## src/rtl/alu_issue_ctrl_if.sv

```systemverilog
// Request/response bundle between decode and the ALU issue controller.
// Carries the instruction-field handshake in and the writeback/branch handshake out.
interface alu_issue_ctrl_if #(
   parameter int XLEN = 32
);
   logic            in_valid;
   logic            in_ready;
   logic [1:0]      in_class;
   logic [2:0]      in_funct3;
   logic            in_funct7_5;
   logic [XLEN-1:0] in_a;
   logic [XLEN-1:0] in_b;
   logic            out_valid;
   logic            out_ready;
   logic [XLEN-1:0] out_result;
   logic            out_taken;
   logic            out_illegal;

   modport master (
      output in_valid, in_class, in_funct3, in_funct7_5, in_a, in_b, out_ready,
      input  in_ready, out_valid, out_result, out_taken, out_illegal
   );

   modport slave (
      input  in_valid, in_class, in_funct3, in_funct7_5, in_a, in_b, out_ready,
      output in_ready, out_valid, out_result, out_taken, out_illegal
   );
endinterface

```

## src/rtl/alu_issue_ctrl.sv

```systemverilog
// Issues decoded RISC-V ALU/branch ops to a combinational ALU and collects
// the result, SLT/SLTU value and branch decision one cycle later.
module alu_issue_ctrl #(
   parameter int XLEN = 32
) (
   input  logic                  clk,
   input  logic                  reset,
   alu_issue_ctrl_if.slave       bus,
   output logic [2:0]            alu_ctrl,
   output logic [XLEN-1:0]       alu_a,
   output logic [XLEN-1:0]       alu_b,
   input  logic [XLEN-1:0]       alu_out,
   input  logic                  alu_zero,
   input  logic                  alu_slt,
   input  logic                  alu_sltu
);
   localparam logic [2:0] OP_ADD = 3'd0;
   localparam logic [2:0] OP_SUB = 3'd1;
   localparam logic [2:0] OP_AND = 3'd2;
   localparam logic [2:0] OP_OR  = 3'd3;
   localparam logic [2:0] OP_XOR = 3'd4;
   localparam logic [2:0] OP_SLL = 3'd5;
   localparam logic [2:0] OP_SRA = 3'd6;
   localparam logic [2:0] OP_SRL = 3'd7;

   typedef enum logic [1:0] {IDLE, EXEC, DONE} state_t;
   typedef enum logic [1:0] {SEL_ALU, SEL_SLT, SEL_SLTU, SEL_ZERO} res_sel_t;

   state_t          state, next_state;
   logic            ready_c;
   logic            accept;

   logic [2:0]      d_ctrl;
   logic [XLEN-1:0] d_a, d_b;
   logic            d_illegal, d_branch;
   res_sel_t        d_sel;

   res_sel_t        sel_q;
   logic            branch_q, illegal_q;
   logic [2:0]      funct3_q;

   logic [XLEN-1:0] res_c;
   logic            taken_c;

   logic            out_valid_q, out_taken_q, out_illegal_q;
   logic [XLEN-1:0] out_result_q;

   assign bus.in_ready    = ready_c & ~reset;
   assign accept          = bus.in_valid & bus.in_ready;
   assign bus.out_valid   = out_valid_q;
   assign bus.out_result  = out_result_q;
   assign bus.out_taken   = out_taken_q;
   assign bus.out_illegal = out_illegal_q;

   // State register; reset drops any in-flight op.
   always_ff @(posedge clk) begin
      if (reset) state <= IDLE;
      else       state <= next_state;
   end

   // Next state and ready: accept from IDLE, or from DONE when the result leaves this cycle.
   always_comb begin
      next_state = state;
      ready_c    = 1'b0;
      case (state)
         IDLE: begin
            ready_c = 1'b1;
            if (bus.in_valid) next_state = EXEC;
         end
         EXEC: next_state = DONE;
         DONE: begin
            if (bus.out_ready) begin
               ready_c    = 1'b1;
               next_state = bus.in_valid ? EXEC : IDLE;
            end
         end
         default: next_state = IDLE;
      endcase
   end

   // Decode instruction class/funct fields into ALU code, operands and result selection.
   always_comb begin
      d_ctrl    = OP_ADD;
      d_a       = bus.in_a;
      d_b       = bus.in_b;
      d_illegal = 1'b0;
      d_branch  = 1'b0;
      d_sel     = SEL_ALU;
      case (bus.in_class)
         2'b00, 2'b01: begin
            case (bus.in_funct3)
               3'b000: d_ctrl = (bus.in_class == 2'b00 && bus.in_funct7_5) ? OP_SUB : OP_ADD;
               3'b001: begin
                  d_ctrl = OP_SLL;
                  d_b    = {{(XLEN-5){1'b0}}, bus.in_b[4:0]};
               end
               3'b010: begin
                  d_ctrl = OP_SUB;
                  d_sel  = SEL_SLT;
               end
               3'b011: begin
                  d_ctrl = OP_SUB;
                  d_sel  = SEL_SLTU;
               end
               3'b100: d_ctrl = OP_XOR;
               3'b101: begin
                  d_ctrl = bus.in_funct7_5 ? OP_SRA : OP_SRL;
                  d_b    = {{(XLEN-5){1'b0}}, bus.in_b[4:0]};
               end
               3'b110: d_ctrl = OP_OR;
               default: d_ctrl = OP_AND;
            endcase
            // R-type reserves bit 30 except for SUB/SRA; I-type only reserves it on SLLI.
            if (bus.in_class == 2'b00 && bus.in_funct7_5 &&
                bus.in_funct3 != 3'b000 && bus.in_funct3 != 3'b101)
               d_illegal = 1'b1;
            if (bus.in_class == 2'b01 && bus.in_funct7_5 && bus.in_funct3 == 3'b001)
               d_illegal = 1'b1;
         end
         2'b10: begin
            d_ctrl   = OP_SUB;
            d_branch = 1'b1;
            d_sel    = SEL_ZERO;
            if (bus.in_funct3 == 3'b010 || bus.in_funct3 == 3'b011) d_illegal = 1'b1;
         end
         default: d_illegal = 1'b1;
      endcase
      if (d_illegal) begin
         d_ctrl   = OP_ADD;
         d_a      = '0;
         d_b      = '0;
         d_branch = 1'b0;
         d_sel    = SEL_ZERO;
      end
   end

   // Form writeback value and branch decision from the ALU result and flags.
   always_comb begin
      res_c   = alu_out;
      taken_c = 1'b0;
      case (sel_q)
         SEL_SLT:  res_c = {{(XLEN-1){1'b0}}, alu_slt};
         SEL_SLTU: res_c = {{(XLEN-1){1'b0}}, alu_sltu};
         SEL_ZERO: res_c = '0;
         default:  res_c = alu_out;
      endcase
      if (branch_q) begin
         case (funct3_q)
            3'b000:  taken_c = alu_zero;
            3'b001:  taken_c = ~alu_zero;
            3'b100:  taken_c = alu_slt;
            3'b101:  taken_c = ~alu_slt;
            3'b110:  taken_c = alu_sltu;
            3'b111:  taken_c = ~alu_sltu;
            default: taken_c = 1'b0;
         endcase
      end
   end

   // Register the issued op on accept and capture its result during EXEC.
   always_ff @(posedge clk) begin
      if (reset) begin
         alu_ctrl      <= OP_ADD;
         alu_a         <= '0;
         alu_b         <= '0;
         sel_q         <= SEL_ALU;
         branch_q      <= 1'b0;
         illegal_q     <= 1'b0;
         funct3_q      <= 3'b000;
         out_valid_q   <= 1'b0;
         out_result_q  <= '0;
         out_taken_q   <= 1'b0;
         out_illegal_q <= 1'b0;
      end else begin
         if (accept) begin
            alu_ctrl  <= d_ctrl;
            alu_a     <= d_a;
            alu_b     <= d_b;
            sel_q     <= d_sel;
            branch_q  <= d_branch;
            illegal_q <= d_illegal;
            funct3_q  <= bus.in_funct3;
         end
         if (state == EXEC) begin
            out_valid_q   <= 1'b1;
            out_result_q  <= res_c;
            out_taken_q   <= taken_c;
            out_illegal_q <= illegal_q;
         end else if (state == DONE && bus.out_ready) begin
            out_valid_q <= 1'b0;
         end
      end
   end
endmodule
```

## src/flat_wrapper.sv

```systemverilog
// flat-port wrapper written by rule: the top's interface ports become plain ports
module alu_issue_ctrl_flat 
#(
   parameter int XLEN = 32
)
  (clk, reset, alu_ctrl, alu_a, alu_b, alu_out, alu_zero, alu_slt, alu_sltu, bus_in_valid, bus_in_class, bus_in_funct3, bus_in_funct7_5, bus_in_a, bus_in_b, bus_out_ready, bus_in_ready, bus_out_valid, bus_out_result, bus_out_taken, bus_out_illegal);
  alu_issue_ctrl_if #(.XLEN(XLEN)) bus_i ();
  input  logic clk;
  input  logic reset;
  output logic [2:0] alu_ctrl;
  output logic [XLEN-1:0] alu_a;
  output logic [XLEN-1:0] alu_b;
  input  logic [XLEN-1:0] alu_out;
  input  logic alu_zero;
  input  logic alu_slt;
  input  logic alu_sltu;
  input wire logic [$bits(bus_i.in_valid)-1:0] bus_in_valid;
  input wire logic [$bits(bus_i.in_class)-1:0] bus_in_class;
  input wire logic [$bits(bus_i.in_funct3)-1:0] bus_in_funct3;
  input wire logic [$bits(bus_i.in_funct7_5)-1:0] bus_in_funct7_5;
  input wire logic [$bits(bus_i.in_a)-1:0] bus_in_a;
  input wire logic [$bits(bus_i.in_b)-1:0] bus_in_b;
  input wire logic [$bits(bus_i.out_ready)-1:0] bus_out_ready;
  output wire logic [$bits(bus_i.in_ready)-1:0] bus_in_ready;
  output wire logic [$bits(bus_i.out_valid)-1:0] bus_out_valid;
  output wire logic [$bits(bus_i.out_result)-1:0] bus_out_result;
  output wire logic [$bits(bus_i.out_taken)-1:0] bus_out_taken;
  output wire logic [$bits(bus_i.out_illegal)-1:0] bus_out_illegal;
  assign bus_i.in_valid = bus_in_valid;
  assign bus_i.in_class = bus_in_class;
  assign bus_i.in_funct3 = bus_in_funct3;
  assign bus_i.in_funct7_5 = bus_in_funct7_5;
  assign bus_i.in_a = bus_in_a;
  assign bus_i.in_b = bus_in_b;
  assign bus_i.out_ready = bus_out_ready;
  assign bus_in_ready = bus_i.in_ready;
  assign bus_out_valid = bus_i.out_valid;
  assign bus_out_result = bus_i.out_result;
  assign bus_out_taken = bus_i.out_taken;
  assign bus_out_illegal = bus_i.out_illegal;
  alu_issue_ctrl #(.XLEN(XLEN)) u_core (.clk(clk), .reset(reset), .bus(bus_i), .alu_ctrl(alu_ctrl), .alu_a(alu_a), .alu_b(alu_b), .alu_out(alu_out), .alu_zero(alu_zero), .alu_slt(alu_slt), .alu_sltu(alu_sltu));
endmodule
```

## config.mk

```make
export PLATFORM = sky130hd
export DESIGN_NAME = alu_issue_ctrl_flat
export DESIGN_NICKNAME = d
export VERILOG_FILES = /design/src/rtl/alu_issue_ctrl_if.sv /design/src/rtl/alu_issue_ctrl.sv /design/src/flat_wrapper.sv
export SDC_FILE = /design/constraint.sdc
export NUM_CORES = 1
export LEC_CHECK = 0
export ABC_CLOCK_PERIOD_IN_PS = 1700
export CORE_MARGIN = 2
export CORE_UTILIZATION = 40
export DETAILED_ROUTE_END_ITERATION = 12
export GPL_TIMING_DRIVEN = 0
export PLACE_DENSITY = 0.92
export RECOVER_POWER = 100
export SLEW_MARGIN = 20
export SYNTH_ARGS = -nofsm -noshare
export SYNTH_HDL_FRONTEND = slang
export SYNTH_SLANG_ARGS = --single-unit
```

## constraint.sdc

```tcl
create_clock -name clk -period 1.7 [get_ports clk]
set_input_delay 0.255 -clock clk [delete_from_list [all_inputs] [get_ports clk]]
set_output_delay 0.255 -clock clk [all_outputs]
set_load 0.03 [all_outputs]
```

==> results.yml <==
run_status:
  status: "complete, no violations"
timing:
  worst_pin_slew_ns: 0.624
  holdWs_ns: 0.218
  min_period_over_period_pct: 98.4
  clock_skew_ns: 0.00524
  fin_crit_ns: 1.67
  fmax_ghz: 0.598
  finalHoldViolCount: 0
  setup_viol: 0
  max_slew_margin_pct: 58.4
  rsz0062_at_grt: "true"
  finalSetupTns_ns: 0
  maxSlewViolCount: 0
pwr:
  ir_drop_v: 0.000497
  power_mw: 5.41
  p_leak_nw: 2.36
  powerDensity_nw_per_um2: 818
cells_and_area:
  area_growth_pct: 60.5
  fin_cells: 857
  finalInstanceArea_um2: 6620
  final_common_cell: "clkdlybuf4s50_1"
  drive_gt1_share_pct: 6.53
  nets: 824
  final_cell_mix: "204 x clkdlybuf4s50_1, 111 x dfxtp_1, 81 x a21oi_1"
  nFillCells: 867
clock_tree:
  numCtsBuffers: 9
  clk_pin_slew_ns: 0.09
  cts_hold_buf: 0
  cts_root_buf: "clkbuf_8"
  cts_tree: "built"
  cts_sinks: 111
  insertion_delay_ns: 0.36
  post_cts_buffers: 0
  h-tree-depth: 3
  cts_max_path_buffers: 2
placed_design:
  gp_congestion: 0.908
  portBuffers: 209
  dp_hpwl_um: 9700
  dp_cells: 840
  place_area_um2: 6390
global_route:
  grt_overflow: 0
  antenna_found_initial: 2
  grt_max_degree: 17
  grt_pass1_wl_um: 19700
  grt_pass1_vias: 4271
  grt_use_total_pct: 21.7
setup_path:
  cp.required_ns: 1.44
  crit_chain: "clkdlybuf4s50_1"
  cp-start-kind: "register"
  cp_slowest_cell: "clkdlybuf4s50_1"
  crit_path_max_fanout: 2
  path_buf_inv: 1
  max_stage_delay_ns: 0.70
  crit_path_end_kind: "output pin"
  critPathArrivalTime_ns: 1.42
  critPathKind: "register to output pin"
  crit_family: "buffers and inverters"
route:
  post_drt_wl_per_cell_um: 14.7
  ant_nets: 0
  dr.pass1.iters: 4
  vias: 4313
  drtIter0Drc: 209
  route.detailed.drc: 0
  via_per_inst: 5.03
  wl_um: 12600
logic_synthesis:
  synth_nets: 604
  synthTopCellsByArea: "dfxtp_1 54%, a21oi_1 9.8%, nand3_1 8.2%"
  synth-seq-cells: 111
  synth_top_area_cell: "dfxtp_1"
  ys_seq_area_share_pct: 53.9
  syn_area_um2: 4130
  syn_inst: 495
  ys_warn_count: 0
  avgSynthCellArea_um2: 8.33
  synth_top_area_share_pct: 53.9
  ys_types: 31
floorplanning:
  core_region_area_um2: 10200
  die_w_um: 106
  num_rows: 37
  dieHeight_um: 106
  dieArea_um2: 11100
  ios: 212
  initial_core_util_pct: 40.5
run:
  max-cap-violations: 0
worst_hold_path:
  hp-class: "input pin to register"
where the power goes:
part / switching, mW / internal, mW
sequential: 0.0628 / 2.70
combinational: 0.567 / 0.519
clock: 0.839 / 0.723
total: 1.47 / 3.95
final cells by class:
type | instances | area, µm² | share of cell area [%]
clock buffer | 13 | 149 | 2.25
sequential | 111 | 2220 | 33.6
multi-input combinational | 332 | 1680 | 25.4
inverter | 7 | 26.3 | 0.397
buffer | 45 | 244 | 3.69
clock inverter | 3 | 42.5 | 0.643
tap | 136 | 170 | 2.57
antenna | 1 | 2.50 | 0.0378
timing repair buffer | 209 | 2080 | 31.4
logic make-up after synthesis:
family                 after synthesis  synth area share [%]
multiplexers                         1                 0.243
XOR/XNOR                             2                 0.425
buffers and inverters               52                  5.67
AO/OA/AOI/OAI                      128                  18.5
flip-flops                         111                  53.9
AND/OR/NAND/NOR                    201                  21.3
metrics by stage:
step | utilization, % | worst slack, ns
after floorplan | - | 0.222
after global placement | 62.7 | -0.527
after detailed placement | 62.7 | -0.558
after CTS | 64.6 | 0.00161
after global routing | 65.0 | -0.0446
final | 65.0 | 0.0275
per-layer routing:
metal  vias to the layer above  share of wire [%]  GRT usage (%)
met5                         -              0.055              0
met4                         2                2.1           8.36
met3                        22                6.3           4.27
met2                       143                 51           39.5
met1                      2000                 41           24.9
li1                       2146                  -              -
path summary, 6_finish.rpt:
check / depth (start not counted) / startpoint / slack [ns] / end
max: 1 / u_core.alu_b[0] / 0.03 / alu_b[0]
min reg2reg: 2 / u_core.alu_a[18] / 0.46 / u_core.alu_a[18]
min: 3 / bus_in_funct3[1] / 0.22 / u_core.funct3_q[1]
max reg2reg: 6 / u_core.state[1] / 0.10 / u_core.alu_a[29]
worst reg2reg max path, delay by kind of cell, from the launching register on:
kind            cells  cell delay (ns)
flops               1             0.36
simple gates        1             0.10
compound gates      2             0.60
buf+inv             3             0.47
timing repair:
action | CTS | global route
endpoints found under the hold margin | 0 | 0
gates resized for setup | 11 | 39
pin swaps | 0 | 1
setup endpoints to repair | 8 | 79
gates cloned | 0 | 0
registers in the layout, summed over array words and instances (netlist names):
| signal | cells |
|---|---|
| u_core.alu_a | 32 |
| u_core.alu_b | 32 |
| u_core.alu_ctrl | 3 |
| u_core.branch_q | 1 |
| u_core.bus.out_illegal | 1 |
| u_core.bus.out_result | 32 |
| u_core.bus.out_taken | 1 |
| u_core.bus.out_valid | 1 |
| u_core.funct3_q | 3 |
| u_core.illegal_q | 1 |
| u_core.sel_q | 2 |
| u_core.state | 2 |
cells in the mapped netlist (all sizes together):
library cell / number
a2111o: 1
a211oi: 4
a21oi: 81
a221oi: 1
a22oi: 32
a311oi: 1
buf: 22
clkbuf: 23
dfxtp: 111
inv: 7
mux2i: 1
nand2: 78
nand2b: 4
nand3: 68
nand4b: 1
nor2: 40
nor2b: 5
nor3: 3
nor3b: 1
nor4: 1
o2111ai: 1
o211a: 1
o21ai: 3
o221a: 1
o221ai: 1
o22ai: 1
xor2: 2
Power figures use the tool's default switching activity.
